==> config.mk <==
export PLATFORM = sky130hd
export DESIGN_NAME = demux_5bit
export DESIGN_NICKNAME = d
export VERILOG_FILES = /design/src/rtl/demux_5bit.sv
export SDC_FILE = /design/constraint.sdc
export NUM_CORES = 1
export LEC_CHECK = 0
export ABC_AREA = 1
export ABC_CLOCK_PERIOD_IN_PS = 9000
export CAP_MARGIN = 20
export CORE_UTILIZATION = 50
export CTS_CLUSTER_DIAMETER = 60
export DETAILED_ROUTE_END_ITERATION = 8
export PLACE_DENSITY = 0.93
export SYNTH_ARGS = -nofsm -noshare
export SYNTH_HDL_FRONTEND = slang
export SYNTH_SLANG_ARGS = --single-unit
export TNS_END_PERCENT = 1
==> constraint.sdc <==
create_clock -name clk -period 9 [get_ports clk]
set_input_delay 1.35 -clock clk [delete_from_list [all_inputs] [get_ports clk]]
set_output_delay 1.35 -clock clk [all_outputs]
set_load 0.01 [all_outputs]
==> src/rtl/demux_5bit.sv <==
// 1-to-5 registered demux; one-entry holding register per channel; out_valid[k] rises 1 cycle after the accept.
// in_ready = addressed channel empty or draining this cycle; illegal selects (5..7) are always accepted, then dropped and counted.
module demux_5bit #(
  parameter int WIDTH = 32,
  parameter int CNT_W = 8
) (
  input  logic               clk,
  input  logic               reset,
  input  logic               in_valid,
  output logic               in_ready,
  input  logic [WIDTH-1:0]   in_data,
  input  logic [2:0]         in_sel,
  output logic [4:0]         out_valid,
  input  logic [4:0]         out_ready,
  output logic [5*WIDTH-1:0] out_data,
  output logic               sel_err,
  output logic [CNT_W-1:0]   err_count
);

  logic [4:0]       sel_oh;
  logic [4:0]       load;
  logic [4:0]       full;
  logic [WIDTH-1:0] hold [5];
  logic             legal;
  logic             ill_acc;

  assign legal   = (in_sel < 3'd5);
  assign ill_acc = in_valid & ~legal;

  always_comb begin
    in_ready = 1'b1;
    for (int i = 0; i < 5; i++) begin
      sel_oh[i] = (in_sel == 3'(i));
      if (sel_oh[i]) in_ready = ~full[i] | out_ready[i];
    end
  end

  assign load      = {5{in_valid & in_ready}} & sel_oh;
  assign out_valid = full;

  for (genvar i = 0; i < 5; i++) begin : g_chan
    assign out_data[i*WIDTH +: WIDTH] = hold[i];

    // A load takes priority over a drain: the old word is delivered and replaced in one edge.
    always_ff @(posedge clk or posedge reset) begin
      if (reset) begin
        full[i] <= 1'b0;
        hold[i] <= '0;
      end else if (load[i]) begin
        full[i] <= 1'b1;
        hold[i] <= in_data;
      end else if (out_ready[i]) begin
        full[i] <= 1'b0;
      end
    end
  end

  always_ff @(posedge clk or posedge reset) begin
    if (reset) begin
      sel_err   <= 1'b0;
      err_count <= '0;
    end else begin
      sel_err <= ill_acc;
      if (ill_acc && (err_count != {CNT_W{1'b1}})) err_count <= err_count + 1'b1;
    end
  end

endmodule

==> flow_summary.yaml, run 1 <==
critical_path:
  reg2reg_depth: 11
  crit_required_ns: 7.65
  r2r_start: "out_valid[3]$_DFFE_PP0P_"
  worst_path_max_delay_cell: "nor2_4"
  worstPathMaxFanout: 68
  worstPathCellList: "clkdlybuf4s50_1 > nand2_1 > nor2_4 > nand2_1 > nand2_1 > nor2_1 > nand2_1 > nand2_4 > clkdlybuf4s50_1"
  crit_type: "input pin to output pin"
  start_kind: "input pin"
  cp.depth: 9
  critical_path.most_common_cell: "nand2_1"
  r2r_setup_slack_ns: 5.28
  crit_path_end_kind: "output pin"
  max_stage_delay_ns: 0.77
  crit_family: "simple AND/OR/NAND/NOR gates"
  reg2reg_to: "out_data[0]$_DFFE_PP0P_"
  critPathArrivalTime_ns: 4.18
  path_buf_inv: 2
place:
  hpwlAfterDp_um: 13900
  gp_congestion: 0.913
  dp_cells: 1143
  place_area_sq_mm: 0.00945
  io_buffers: 217
die:
  core_sq_mm: 0.0140
  fp.dieW_um: 123
  num_rows: 43
  die_y_um: 123
  pin_count: 218
  die_area_sq_mm: 0.0151
  start_util_pct: 51.9
global_route:
  grt.total_usage_pct: 31.6
  gr-total-overflow: 0
  grt_pass1_wl_um: 36000
  grt_pass1_vias: 6774
  grt_max_degree: 102
  antenna_found_initial: 0
sta:
  post-route-min-period_ns: 5.53
  slew_headroom_pct: 29.4
  worst_pin_slew_ns: 1.06
  fin_hold_ws_ns: 0.470
  finClkSkew_ns: 0.00823
  grt_setup_unrepaired: "false"
  fmax_ghz: 0.181
  final_max_slew_viol_count: 0
  period_share_pct: 61.4
  hold_viol: 0
  setup_viol: 0
  tns_ns: 0
clock_network:
  clock_latency_ns: 0.43
  clockRootBuffer: "clkbuf_16"
  cts_tree: "built"
  cts_sinks: 174
  numCtsBuffers: 17
  holdBufCountCts: 0
  cts.clk_slew.worst_paths_ns: 0.06
  cts_setup_buffers: 0
  ctsResizeCount: 0
  clockBufferDepth: 2
  htreeDepth: 4
hold_path:
  whs_path_depth: 2
  min_from: "out_data[60]$_DFFE_PP0P_"
  hold_path_end: "out_data[60]$_DFFE_PP0P_"
  hold_path_class: "flip-flop to flip-flop"
pwr:
  p_leak_nw: 4.92
  ir_drop_mv: 0.141
  p_int_w: 0.00170
  power_frac_comb_pct: 28.1
  p_clk_share_pct: 28.6
  powerDensity_mw_per_mm2: 244
  switchingPower_w: 0.000746
  power.total_w: 0.00245
  seq_power_share_pct: 43.3
  sw_frac_of_total_pct: 30.5
route:
  routed_via_density: 5.98
  ant_nets: 0
  routed_wl_um: 22800
  vias: 7024
  drt-initial-drc-count: 844
  first_pass_iters: 5
  drc_errors: 0
  wl_per_cell_um: 19.4
logic_synthesis:
  ys_ff_latch: 174
  postSynthAreaPerCell_sq_um: 9.05
  syn_inst: 805
  synth_nets: 849
  yosysWarnings: 0
  seq_area_frac_synth_pct: 59.8
  syn-cell-area_sq_mm: 0.00728
  ys_types: 20
outcome:
  status: "completed"
finish:
  layout_common_cells: "nand2_1, clkdlybuf4s50_1, dfrtp_1"
  final_cell_area_sq_mm: 0.0100
  layout-drive-gt1-share_pct: 4.82
  antenna_cells: 0
  fin_nets: 1026
  area.growth.synth_to_final_pct: 37.6
  finalNonFillerCells: 1175
  layout_commonest_cell: "nand2_1"
job:
  drv_cap: 0
## Yosys cell counts (all sizes together)
library cell / n / area share, %
buf: 53 / 3.8
clkbuf: 13 / 0.67
clkinv: 1 / 0.051
dfrtp: 174 / 60
ha: 1 / 0.17
inv: 16 / 0.82
nand2: 354 / 18
nand3: 7 / 0.62
nand4: 162 / 14
nor2: 12 / 0.72
nor3: 2 / 0.14
o21ai: 3 / 0.21
xnor2: 3 / 0.36
xor2: 4 / 0.48
## cell type report
cell class	count	area, sq um
fillers	1007	4020
clock buffers	24	512
well taps	180	225
flip-flops and latches	174	4350
clock inverters	8	56.3
inverters	17	68.8
multi-input cells	548	2560
repair buffers	224	2240
## registers in the layout, indices dropped and copies added, names as in the netlist
name	count
err_count	8
out_data	160
out_valid	5
sel_err	1
## stage by stage
stage | setup slack, ns | util, %
finish | 3.47 | 71.4
floorplan | 2.93 | -
global placement | 3.52 | 67.1
detailed placement | 3.31 | 67.3
CTS | 3.49 | 71.4
global route | 3.32 | 71.4
## how the worst max path moves through the flow
stage / to / from / slack, ns
final: in_ready / in_sel[0] / 3.47
after global routing: in_ready / in_sel[1] / 3.32
after CTS: in_ready / in_sel[1] / 3.49
after detailed placement: out_data[92]$_DFFE_PP0P_ / in_sel[1] / 3.31
after global placement: in_ready / in_sel[0] / 3.52
after floorplan: err_count[0]$_DFFE_PP0P_ / reset / 2.93
## cell families (layout without fill, tap and decap cells)
kind of cell    Yosys count  in the layout  share of synthesized area, %
compound gates            3              3                         0.206
xor+xnor                  7              7                         0.842
fa+ha+maj                 1              1                         0.172
buf+inv                  83            273                          5.34
flops                   174            174                          59.8
simple gates            537            537                          33.6
## power by group through the flow
stage | logic [W] | clock network, W | registers, W
after floorplan | 0.000183 | 0 | 0.00113
after global placement | 0.000657 | 0 | 0.00106
after detailed placement | 0.000684 | 0 | 0.00106
after CTS | 0.000690 | 0.000704 | 0.00106
after global routing | 0.000744 | 0.000737 | 0.00108
final | 0.000687 | 0.000700 | 0.00106
## metal layers
metal | share of wire (%) | track usage [%]
met2 | 49 | 51.8
met3 | 8.6 | 6.92
met1 | 39 | 39.7
met4 | 3.4 | 15.2
met5 | 0 | 0
## worst register-to-register path: cells and delay by family, from the launching register on
kind          cells  cell delay [ns]
buf+inv           2             0.98
flops             1             0.38
simple gates      9             2.21
No activity file was read; power rests on OpenSTA's default activity.
==> run 2: changes to the inputs <==
Settings changed: ABC_CLOCK_PERIOD_IN_PS 9000 to 5300, CORE_UTILIZATION 50 to 47, PLACE_DENSITY 0.93 to 0.89.
Clock period 9 ns to 5.3 ns, I/O delays scaled along.
==> run 2 against run 1 <==
Compared with the run above: via count shrank 3.9%; total power grew 73%; combinational power grew 67%; die area grew 6.3%; non-clock buffer count grew 2; global-route usage shrank 4.1 points; critical path depth grew 1; design area grew 0.57%; wire length shrank 4.7%.
==> flow_summary.yaml, run 2 (same netlist as run 1, synthesis figures left out) <==
die:
  die_area_sq_mm: 0.0160
  pin_count: 218
  start_util_pct: 48.1
  core_sq_mm: 0.0151
  num_rows: 45
  die_y_um: 126
  fp.dieW_um: 126
clock_network:
  holdBufCountCts: 0
  cts_setup_buffers: 0
  clockBufferDepth: 2
  clock_latency_ns: 0.42
  cts.clk_slew.worst_paths_ns: 0.06
  ctsResizeCount: 0
  clockRootBuffer: "clkbuf_16"
  cts_tree: "built"
  htreeDepth: 4
  cts_sinks: 174
  numCtsBuffers: 17
finish:
  area.growth.synth_to_final_pct: 38.4
  antenna_cells: 0
  final_cell_area_sq_mm: 0.0101
  finish.utilization_pct: 66.5
  layout_commonest_cell: "nand2_1"
  fin_nets: 1028
  largest_register_ff_count: 160
  layout_common_cells: "nand2_1, clkdlybuf4s50_1, dfrtp_1"
  layout-drive-gt1-share_pct: 5.02
critical_path:
  crit_path_end_kind: "output pin"
  reg2reg_to: "out_data[43]$_DFFE_PP0P_"
  max_stage_delay_ns: 0.67
  path_buf_inv: 3
  crit_required_ns: 4.51
  crit_family: "buffers and inverters"
  critPathArrivalTime_ns: 3.17
  r2r_setup_slack_ns: 2.72
  crit_type: "input pin to output pin"
  worst_path_max_delay_cell: "clkdlybuf4s50_1"
  worstPathCellList: "clkdlybuf4s50_1 > nand2_1 > nor2_4 > buf_4 > nand2_1 > nand2_1 > nor2_1 > nand2_1 > nand2_4 > clkdlybuf4s50_1"
  worstPathMaxFanout: 52
  r2r_start: "out_valid[3]$_DFFE_PP0P_"
  reg2reg_depth: 10
  start_kind: "input pin"
  critical_path.most_common_cell: "nand2_1"
sta:
  slew_headroom_pct: 35.9
  tns_ns: 0
  period_share_pct: 74.7
  finClkSkew_ns: 0.00829
  fmax_ghz: 0.252
  worst_pin_slew_ns: 0.961
  hold_viol: 0
  final_max_slew_viol_count: 0
  grt_setup_unrepaired: "false"
  post-route-min-period_ns: 3.96
  setup_viol: 0
place:
  gp_congestion: 0.843
  place_area_sq_mm: 0.00947
  hpwlAfterDp_um: 13600
  io_buffers: 217
pwr:
  p_leak_nw: 4.94
  ir_drop_mv: 0.258
  powerDensity_mw_per_mm2: 420
route:
  ant_nets: 0
  routed_via_density: 5.69
  vias: 6747
  wl_per_cell_um: 18.3
  drt-initial-drc-count: 605
  drc_errors: 0
  first_pass_iters: 5
  routed_wl_um: 21700
global_route:
  grt.total_usage_pct: 27.5
  grt_pass1_vias: 6520
  antenna_found_initial: 0
  grt_max_degree: 175
  gr-total-overflow: 0
  grt_pass1_wl_um: 34000
  gr-usage-met2_pct: 45.3
  use_met1_pct: 34.2
  top_usage_layer: "met2"
  grt_util_met3_pct: 6.92
hold_path:
  min_from: "out_data[13]$_DFFE_PP0P_"
  hold_path_class: "flip-flop to flip-flop"
  whs_path_depth: 2
  hold_path_end: "out_data[13]$_DFFE_PP0P_"
job:
  drv_cap: 0
outcome:
  status: "completed"
-- run 2: cell count changes in the layout (fill, tap and decap cells not counted), sizes merged --
cell / before / now
bufinv: 0 / 3
clkbuf: 24 / 21
buf: 8 / 10
clkinvlp: 2 / 3
inv: 16 / 15
-- run 2: report_power, final --
| part | internal, W | total [W] | switching, W |
|---|---|---|---|
| registers | 0.00161 | 0.00179 | 0.000189 |
| clock network | 0.000775 | 0.00128 | 0.000505 |
| logic | 0.000610 | 0.00115 | 0.000544 |
| total | 0.00299 | 0.00423 | 0.00124 |
-- run 2: area by class of cell --
cell class,instances,area (sq um)
Timing Repair Buffer,226,2250
Fill cell,1135,5070
Tap cell,188,235
Clock inverter,11,139
Inverter,17,67.6
Sequential cell,174,4350
Clock buffer,21,470
Multi-Input combinational cell,548,2560
-- run 2: metrics by stage --
step           power [W]  setup slack (ns)  std cells  hold WS [ns]
2_1_floorplan    0.00222              2.28        805         0.507
3_3_place_gp     0.00293              1.39       1153         0.453
3_5_place_dp     0.00296              1.35       1153         0.458
4_1_cts          0.00424              1.34       1185         0.472
5_1_grt          0.00442              1.18       1185         0.489
6_report         0.00423              1.34       1185         0.470
-- run 2: per-layer routing --
layer / vias up / share of wire (%)
met4: 0 / 3.1
met1: 3306 / 40
li1: 3061 / -
met5: - / 0
met3: 53 / 7.5
met2: 327 / 49
-- run 2: tightest hold or removal path: cells and delay by family, from the launching register on --
kind | cells | cell delay, ns
flops | 1 | 0.34
simple gates | 2 | 0.10
-- run 2: worst max-delay path by stage --
stage | from | cells past startpoint | to
2_1_floorplan | reset | 1 | err_count[0]$_DFFE_PP0P_
3_3_place_gp | in_sel[2] | 9 | in_ready
3_5_place_dp | in_sel[0] | 10 | in_ready
4_1_cts | in_sel[0] | 10 | in_ready
5_1_grt | in_sel[0] | 10 | in_ready
6_report | in_sel[0] | 10 | in_ready
